## src/rtl/rr_resource_arbiter_if.sv

```systemverilog
// Request/grant bundle between requesters (master) and rr_resource_arbiter (slave).
interface rr_resource_arbiter_if #(
    parameter int NUM_REQ = 4
);
    localparam int ID_W = $clog2(NUM_REQ);

    logic [NUM_REQ-1:0] request;
    logic [NUM_REQ-1:0] lock;
    logic               grant_ack;
    logic               grant_valid;
    logic [NUM_REQ-1:0] grant_onehot;
    logic [ID_W-1:0]    grant_id;

    modport master (
        output request,
        output lock,
        output grant_ack,
        input  grant_valid,
        input  grant_onehot,
        input  grant_id
    );

    modport slave (
        input  request,
        input  lock,
        input  grant_ack,
        output grant_valid,
        output grant_onehot,
        output grant_id
    );
endinterface

```

## src/rtl/rr_resource_arbiter.sv

```systemverilog
// Round-robin arbiter for one shared execution/writeback resource, registered grants.
// Optional burst lock is built only when RR_ARB_LOCK_EN is defined.
module rr_resource_arbiter #(
    parameter int NUM_REQ  = 4,
    parameter int MAX_HOLD = 4
) (
    input logic                  clk,
    input logic                  rst_n,
    rr_resource_arbiter_if.slave bus
);
    localparam int ID_W   = $clog2(NUM_REQ);
    localparam int HOLD_W = $clog2(MAX_HOLD + 1);

    if (NUM_REQ < 2) begin : g_bad_num_req
        $error("rr_resource_arbiter: NUM_REQ must be >= 2");
    end
    if (MAX_HOLD < 1) begin : g_bad_max_hold
        $error("rr_resource_arbiter: MAX_HOLD must be >= 1");
    end

`ifdef RR_ARB_LOCK_EN
    typedef enum logic [1:0] {IDLE = 2'd0, GRANTED = 2'd1, LOCKED = 2'd2} state_t;
`else
    typedef enum logic [1:0] {IDLE = 2'd0, GRANTED = 2'd1} state_t;
`endif

    state_t             state;
    state_t             state_nxt;
    logic [NUM_REQ-1:0] grant_onehot_p0;
    logic [NUM_REQ-1:0] grant_nxt;
    logic [ID_W-1:0]    grant_id_p0;
    logic [ID_W-1:0]    id_nxt;
    logic [ID_W-1:0]    prio_ptr;
    logic [ID_W-1:0]    ptr_nxt;
`ifdef RR_ARB_LOCK_EN
    logic [HOLD_W-1:0]  hold_cnt;
    logic [HOLD_W-1:0]  hold_nxt;
`endif

    logic [NUM_REQ-1:0] others;
    logic               any_other;
    logic [ID_W-1:0]    ptr_adv;
    logic               lock_keep;
    logic [NUM_REQ-1:0] sel_req;
    logic [ID_W-1:0]    sel_ptr;
    logic [NUM_REQ-1:0] sel;

    // First set bit of req, scanning upward from ptr with wrap-around.
    function automatic logic [NUM_REQ-1:0] rr_select(input logic [NUM_REQ-1:0] req,
                                                     input logic [ID_W-1:0]    ptr);
        logic [NUM_REQ-1:0] pick;
        logic               found;
        int                 idx;
        pick  = '0;
        found = 1'b0;
        for (int i = 0; i < NUM_REQ; i++) begin
            idx = (int'(ptr) + i) % NUM_REQ;
            if (!found && req[idx]) begin
                pick[idx] = 1'b1;
                found     = 1'b1;
            end
        end
        return pick;
    endfunction

    // OR-reduction encoder; valid only because the input is one-hot or zero.
    function automatic logic [ID_W-1:0] onehot_to_id(input logic [NUM_REQ-1:0] oh);
        logic [ID_W-1:0] id;
        id = '0;
        for (int i = 0; i < NUM_REQ; i++) begin
            id = id | (oh[i] ? ID_W'(i) : '0);
        end
        return id;
    endfunction

    assign others    = bus.request & ~grant_onehot_p0;
    assign any_other = |others;
    assign ptr_adv   = (grant_id_p0 == ID_W'(NUM_REQ - 1)) ? '0 : grant_id_p0 + ID_W'(1);

`ifdef RR_ARB_LOCK_EN
    assign lock_keep = (|(bus.lock & bus.request & grant_onehot_p0)) &&
                       (hold_cnt < HOLD_W'(MAX_HOLD));
`else
    logic lock_unused;
    assign lock_keep   = 1'b0;
    assign lock_unused = (^bus.lock) ^ (MAX_HOLD > 0) ^ (HOLD_W > 0);
`endif

    // A single selector serves both the idle pick and the re-arbitration on ack.
    assign sel_req = (state == IDLE) ? bus.request : others;
    assign sel_ptr = (state == IDLE) ? prio_ptr    : ptr_adv;
    assign sel     = rr_select(sel_req, sel_ptr);

    always_ff @(posedge clk or negedge rst_n) begin
        if (!rst_n) begin
            state           <= IDLE;
            grant_onehot_p0 <= '0;
            grant_id_p0     <= '0;
            prio_ptr        <= '0;
`ifdef RR_ARB_LOCK_EN
            hold_cnt        <= '0;
`endif
        end else begin
            state           <= state_nxt;
            grant_onehot_p0 <= grant_nxt;
            grant_id_p0     <= id_nxt;
            prio_ptr        <= ptr_nxt;
`ifdef RR_ARB_LOCK_EN
            hold_cnt        <= hold_nxt;
`endif
        end
    end

    always_comb begin
        state_nxt = state;
        case (state)
            IDLE: begin
                if (|bus.request) state_nxt = GRANTED;
            end
            default: begin
                if (bus.grant_ack) begin
`ifdef RR_ARB_LOCK_EN
                    if (lock_keep)      state_nxt = LOCKED;
                    else if (any_other) state_nxt = GRANTED;
                    else                state_nxt = IDLE;
`else
                    if (any_other)      state_nxt = GRANTED;
                    else                state_nxt = IDLE;
`endif
                end
            end
        endcase
    end

    always_comb begin
        grant_nxt = grant_onehot_p0;
        id_nxt    = grant_id_p0;
        ptr_nxt   = prio_ptr;
`ifdef RR_ARB_LOCK_EN
        hold_nxt  = hold_cnt;
`endif
        if (state == IDLE) begin
            if (|bus.request) begin
                grant_nxt = sel;
                id_nxt    = onehot_to_id(sel);
`ifdef RR_ARB_LOCK_EN
                hold_nxt  = HOLD_W'(1);
`endif
            end
        end else if (bus.grant_ack) begin
            // Pointer advances even when a lock keeps the grant, so fairness resumes after the burst.
            ptr_nxt = ptr_adv;
            if (lock_keep) begin
`ifdef RR_ARB_LOCK_EN
                hold_nxt = hold_cnt + HOLD_W'(1);
`endif
            end else if (any_other) begin
                grant_nxt = sel;
                id_nxt    = onehot_to_id(sel);
`ifdef RR_ARB_LOCK_EN
                hold_nxt  = HOLD_W'(1);
`endif
            end else begin
                grant_nxt = '0;
                id_nxt    = '0;
`ifdef RR_ARB_LOCK_EN
                hold_nxt  = '0;
`endif
            end
        end
    end

    assign bus.grant_valid  = (state != IDLE);
    assign bus.grant_onehot = grant_onehot_p0;
    assign bus.grant_id     = grant_id_p0;

    a_onehot0: assert property (@(posedge clk) disable iff (!rst_n)
        $onehot0(bus.grant_onehot));
    a_valid_matches: assert property (@(posedge clk) disable iff (!rst_n)
        bus.grant_valid == (|bus.grant_onehot));
    a_request_held: assert property (@(posedge clk) disable iff (!rst_n)
        (bus.grant_valid && !bus.grant_ack) |-> (|(bus.request & bus.grant_onehot)));
endmodule

```

## src/flat_wrapper.sv

```systemverilog
// flat-port wrapper written by rule: the top's interface ports become plain ports
module rr_resource_arbiter_flat 
#(
    parameter int NUM_REQ  = 4,
    parameter int MAX_HOLD = 4
)
  (clk, rst_n, bus_request, bus_lock, bus_grant_ack, bus_grant_valid, bus_grant_onehot, bus_grant_id);
  rr_resource_arbiter_if #(.NUM_REQ(NUM_REQ)) bus_i ();
  input logic clk;
  input logic rst_n;
  input wire logic [$bits(bus_i.request)-1:0] bus_request;
  input wire logic [$bits(bus_i.lock)-1:0] bus_lock;
  input wire logic [$bits(bus_i.grant_ack)-1:0] bus_grant_ack;
  output wire logic [$bits(bus_i.grant_valid)-1:0] bus_grant_valid;
  output wire logic [$bits(bus_i.grant_onehot)-1:0] bus_grant_onehot;
  output wire logic [$bits(bus_i.grant_id)-1:0] bus_grant_id;
  assign bus_i.request = bus_request;
  assign bus_i.lock = bus_lock;
  assign bus_i.grant_ack = bus_grant_ack;
  assign bus_grant_valid = bus_i.grant_valid;
  assign bus_grant_onehot = bus_i.grant_onehot;
  assign bus_grant_id = bus_i.grant_id;
  rr_resource_arbiter #(.NUM_REQ(NUM_REQ), .MAX_HOLD(MAX_HOLD)) u_core (.clk(clk), .rst_n(rst_n), .bus(bus_i));
endmodule
```

## config.mk

```make
export PLATFORM = sky130hd
export DESIGN_NAME = rr_resource_arbiter_flat
export DESIGN_NICKNAME = d
export VERILOG_FILES = /design/src/rtl/rr_resource_arbiter_if.sv /design/src/rtl/rr_resource_arbiter.sv /design/src/flat_wrapper.sv
export SDC_FILE = /design/constraint.sdc
export NUM_CORES = 1
export LEC_CHECK = 0
export ABC_AREA = 1
export BUFFER_PORTS_ARGS = -buffer_cell sky130_fd_sc_hd__buf_4
export CAP_MARGIN = 20
export CELL_PAD_IN_SITES_DETAIL_PLACEMENT = 0
export CELL_PAD_IN_SITES_GLOBAL_PLACEMENT = 1
export CORE_MARGIN = 2
export CORE_UTILIZATION = 40
export DETAILED_ROUTE_END_ITERATION = 7
export PLACE_DENSITY = 0.9
export SYNTH_ARGS = -nofsm -noshare
export SYNTH_HDL_FRONTEND = slang
export SYNTH_SLANG_ARGS = --single-unit
```

## constraint.sdc

```tcl
create_clock -name clk -period 4.45 [get_ports clk]
set_input_delay 0.6675 -clock clk [delete_from_list [all_inputs] [get_ports clk]]
set_output_delay 0.6675 -clock clk [all_outputs]
set_load 0.1 [all_outputs]
```

==> results <==
- The run finished with clean final reports.
- The first routing iteration left 26 violations.
- The total of cells resized after clock tree synthesis is 0.
- The met3 capacity usage during global routing is 1.43%.
- The via count of the first global-routing pass came to 824.
- The number of clock buffers inserted by TritonCTS is 3.
- The routing usage on met1 is 24.7%.
- The signal on the critical path passes through ha_1 > o21ai_1 > nand2_2 > ha_1 > inv_1 > nand3_2 > nand2_4 > nor2_8 > nand3_1 > nand3_1 > nand2_1 > nand3_1.
- Measured on the finished design, the core utilization comes to 48.6%.
- Global routing used 17.9% of the available tracks across all layers.
- By area the synthesized netlist is led by sky130_fd_sc_hd__dfrtp_1 (24%), sky130_fd_sc_hd__nand2_1 (18%), sky130_fd_sc_hd__nand3_1 (12%), sky130_fd_sc_hd__ha_1 (11%), sky130_fd_sc_hd__nand2_2 (5.4%).
- The most frequent cell on the critical path is sky130_fd_sc_hd__nand3_1.
- The count of maximum capacitance violations is 0.
- For the worst-skew pair, the clock arrives at the later sink with an insertion delay of 0.25 ns.
- The smallest clock period supported by the final layout is computed as roughly 2.2 ns.
- The number of max-slew violations in the final report came to 0.
- The antenna diode count is 0.
- In the routed layout, each cell is associated on average with a via count of 5.05.
- The core region area is about 2200 um^2.
- The dominant register cell in the synthesized netlist is sky130_fd_sc_hd__dfrtp_1.
- The measured slew at the worst slew-check pin is 0.461 ns.
- The gate count of the mapped netlist is 132.
- The met2 track utilization from global routing is 30.0%.
- The H-tree depth is 1.
- The deepest clock path buffer count is 2.
- The signed area change from the synthesized netlist to the final layout is 15.9%.
- The CTS tree is built.
- The timing-limited maximum frequency is 445 MHz.
- The leading area contributor after synthesis is sky130_fd_sc_hd__dfrtp_1.
- The aggregate routed wire length is 2.16 mm.
- The path type of the worst setup path is flip-flop to flip-flop.
- Setup repair after global routing left no endpoint under its margin.
- The flop and latch count out of synthesis is 9.
- The worst-case clock skew is 0.00178 ns.
- The top cell type's share of synthesized area is 24.3%.
- Entering global routing, the biggest net connects 11 pins.
- In the final routed layout, each cell accounts on average for ~12 um.
- The final hold violation count was 0.
- The starting utilization of the core area is between 40% and 50%.
- The slowest stage cell on the critical path is sky130_fd_sc_hd__dfrtp_1.
- The data required time at the worst endpoint is 4.59 ns.
- The number of warnings printed during yosys synthesis is 0.
- The number of rows created at floorplan is 17.
- The global placer's final weighted congestion is 0.814.
- For this run, the post-layout net count is 168.
- The stage delay of the slowest cell on the critical path is 0.43 ns.
- The die span in x is 52.2 um.
- Hold repair after CTS inserted 0 buffers.
- The final setup TNS is 0 ns.
- CTS saw 9 sinks.
- The first global-routing pass estimated 3.72 mm of wire.
- The number of search-and-repair iterations in the first detailed-routing pass is 4.
- The path type of the worst min-delay path is primary input to asynchronous set/reset pin.
- The average cell area after synthesis is 7.03 um^2.
- For the worst flop-to-flop path, the logic depth is 12.
- The number of I/O port buffers is 13.
- The total number of vias is 888.
- The buffer type at the clock tree root is sky130_fd_sc_hd__clkbuf_4.
- In this run the worst path has a maximum fanout of 9.
- Pin placement for this block handled 18 I/O pins.
- The worst path uses about half of the clock period.
- Post-CTS timing repair inserted 0 buffers for setup.
- The die is 52.2 um tall.
- The clock transition time at the flip-flop clock pins of the worst setup and hold paths is 0.06 ns.
- The cell area after technology mapping is 928 um^2.
- The number of enable flip-flop cells after synthesis is 0.
- The worst setup path is launched from a flip-flop.
- Counting distinct cell types in the post-synthesis netlist gives 22.
- The die area is 2720 um^2.
- After legalization and detailed placement, the total HPWL measured 1.79 mm.
- The top cell types in the final layout, fill and taps aside, are sky130_fd_sc_hd__nand2_1 (45), sky130_fd_sc_hd__nand3_1 (22), sky130_fd_sc_hd__buf_4 (13), sky130_fd_sc_hd__inv_1 (11), sky130_fd_sc_hd__dfrtp_1 (9).
- The setup-violating endpoint count in the final report is 0.
- The initial antenna violation count was 0.
- The total nets after synthesis is roughly 150.
- The nature of the critical path endpoint is a flip-flop.
- The remaining design rule violation count is 0.
- The worst path arrival time is 2.39 ns.
- The fraction of the yosys area taken by sequential cells is 24.3%.
- The global routing stage identified its most utilized layer as met2.
- Measured against its own limit, the worst slew margin works out to 69.3%.
- The fraction of synthesis flops using an asynchronous set or reset pin is 100%.
- The total grt overflow is 0.
- The detail route stage leaves a number of antenna-violating nets equal to 0.
- The most common cell after layout, fill and taps aside is sky130_fd_sc_hd__nand2_1.
- The proportion of layout cells with a drive suffix above 1 is 26.4%.
sequential cells by signal (all words and copies together), names as in the netlist:
signal                   count
u_core.bus.grant_id          2
u_core.prio_ptr              2
u_core.bus.grant_onehot      4
u_core.state                 1
critical path, delay by kind of cell, from the launching register on:
kind	cells	cell delay, ns
AO/OA/AOI/OAI	1	0.15
adder cells (fa/ha/maj)	2	0.61
buffers and inverters	1	0.10
flip-flops	1	0.43
AND/OR/NAND/NOR	8	0.82
layer usage:
layer,vias up,share of wire [%]
met2,20,51
met4,0,0
met1,410,46
met3,0,3.3
li1,458,-
met5,-,0
Yosys cell counts, types with 2 or more instances:
library cell and n:
sky130_fd_sc_hd__a21oi_1 2, sky130_fd_sc_hd__dfrtp_1 9, sky130_fd_sc_hd__ha_1 8, sky130_fd_sc_hd__inv_1 11, sky130_fd_sc_hd__inv_2 3, sky130_fd_sc_hd__nand2_1 45, sky130_fd_sc_hd__nand2_2 8, sky130_fd_sc_hd__nand2_4 4
sky130_fd_sc_hd__nand3_1 22, sky130_fd_sc_hd__nand3_2 4, sky130_fd_sc_hd__nor2_1 2, sky130_fd_sc_hd__o21ai_0 3, sky130_fd_sc_hd__o21ai_1 2
logic make-up after synthesis:
logic type,share of synthesized area [%]
and+or+nand+nor,49.5
buffers and inverters,8.22
AOI/OAI and AO/OA,7.28
DFF,24.3
adders and majority gates,10.8
final timing paths:
kind / start / endpoint / slack, ns
min: rst_n / u_core.bus.grant_id[0] / 0.22
min in group clk: u_core.bus.grant_onehot[3] / u_core.bus.grant_onehot[3] / 0.52
min reg2reg: u_core.bus.grant_onehot[3] / u_core.bus.grant_onehot[3] / 0.52
max: u_core.bus.grant_id[0] / u_core.bus.grant_id[1] / 2.20
max reg2reg: u_core.bus.grant_id[0] / u_core.bus.grant_id[1] / 2.20
max in group asynchronous: rst_n / u_core.prio_ptr[1] / 4.10
layout make-up:
| type | count | area (um^2) |
|---|---|---|
| Fill cell | 235 | 1140 |
| Multi-Input combinational cell | 106 | 627 |
| Sequential cell | 9 | 225 |
| Timing Repair Buffer | 13 | 97.6 |
| Inverter | 16 | 65.1 |
| Tap cell | 28 | 35.0 |
| Clock buffer | 4 | 26.3 |
per-stage QoR:
stage / instance area (um^2) / hold WS [ns] / cells / setup WS (ns)
after floorplan: 928 / 0.372 / 132 / 1.85
after global placement: 1050 / 0.494 / 172 / 2.26
after detailed placement: 1050 / 0.498 / 172 / 2.19
after CTS: 1080 / 0.215 / 176 / 2.18
after global routing: 1080 / 0.218 / 176 / 2.02
final: 1080 / 0.221 / 176 / 2.20
Power is left out: the tool's default activity adds up to more than one toggle a clock period on the data nets, which glitch-free logic cannot reach.
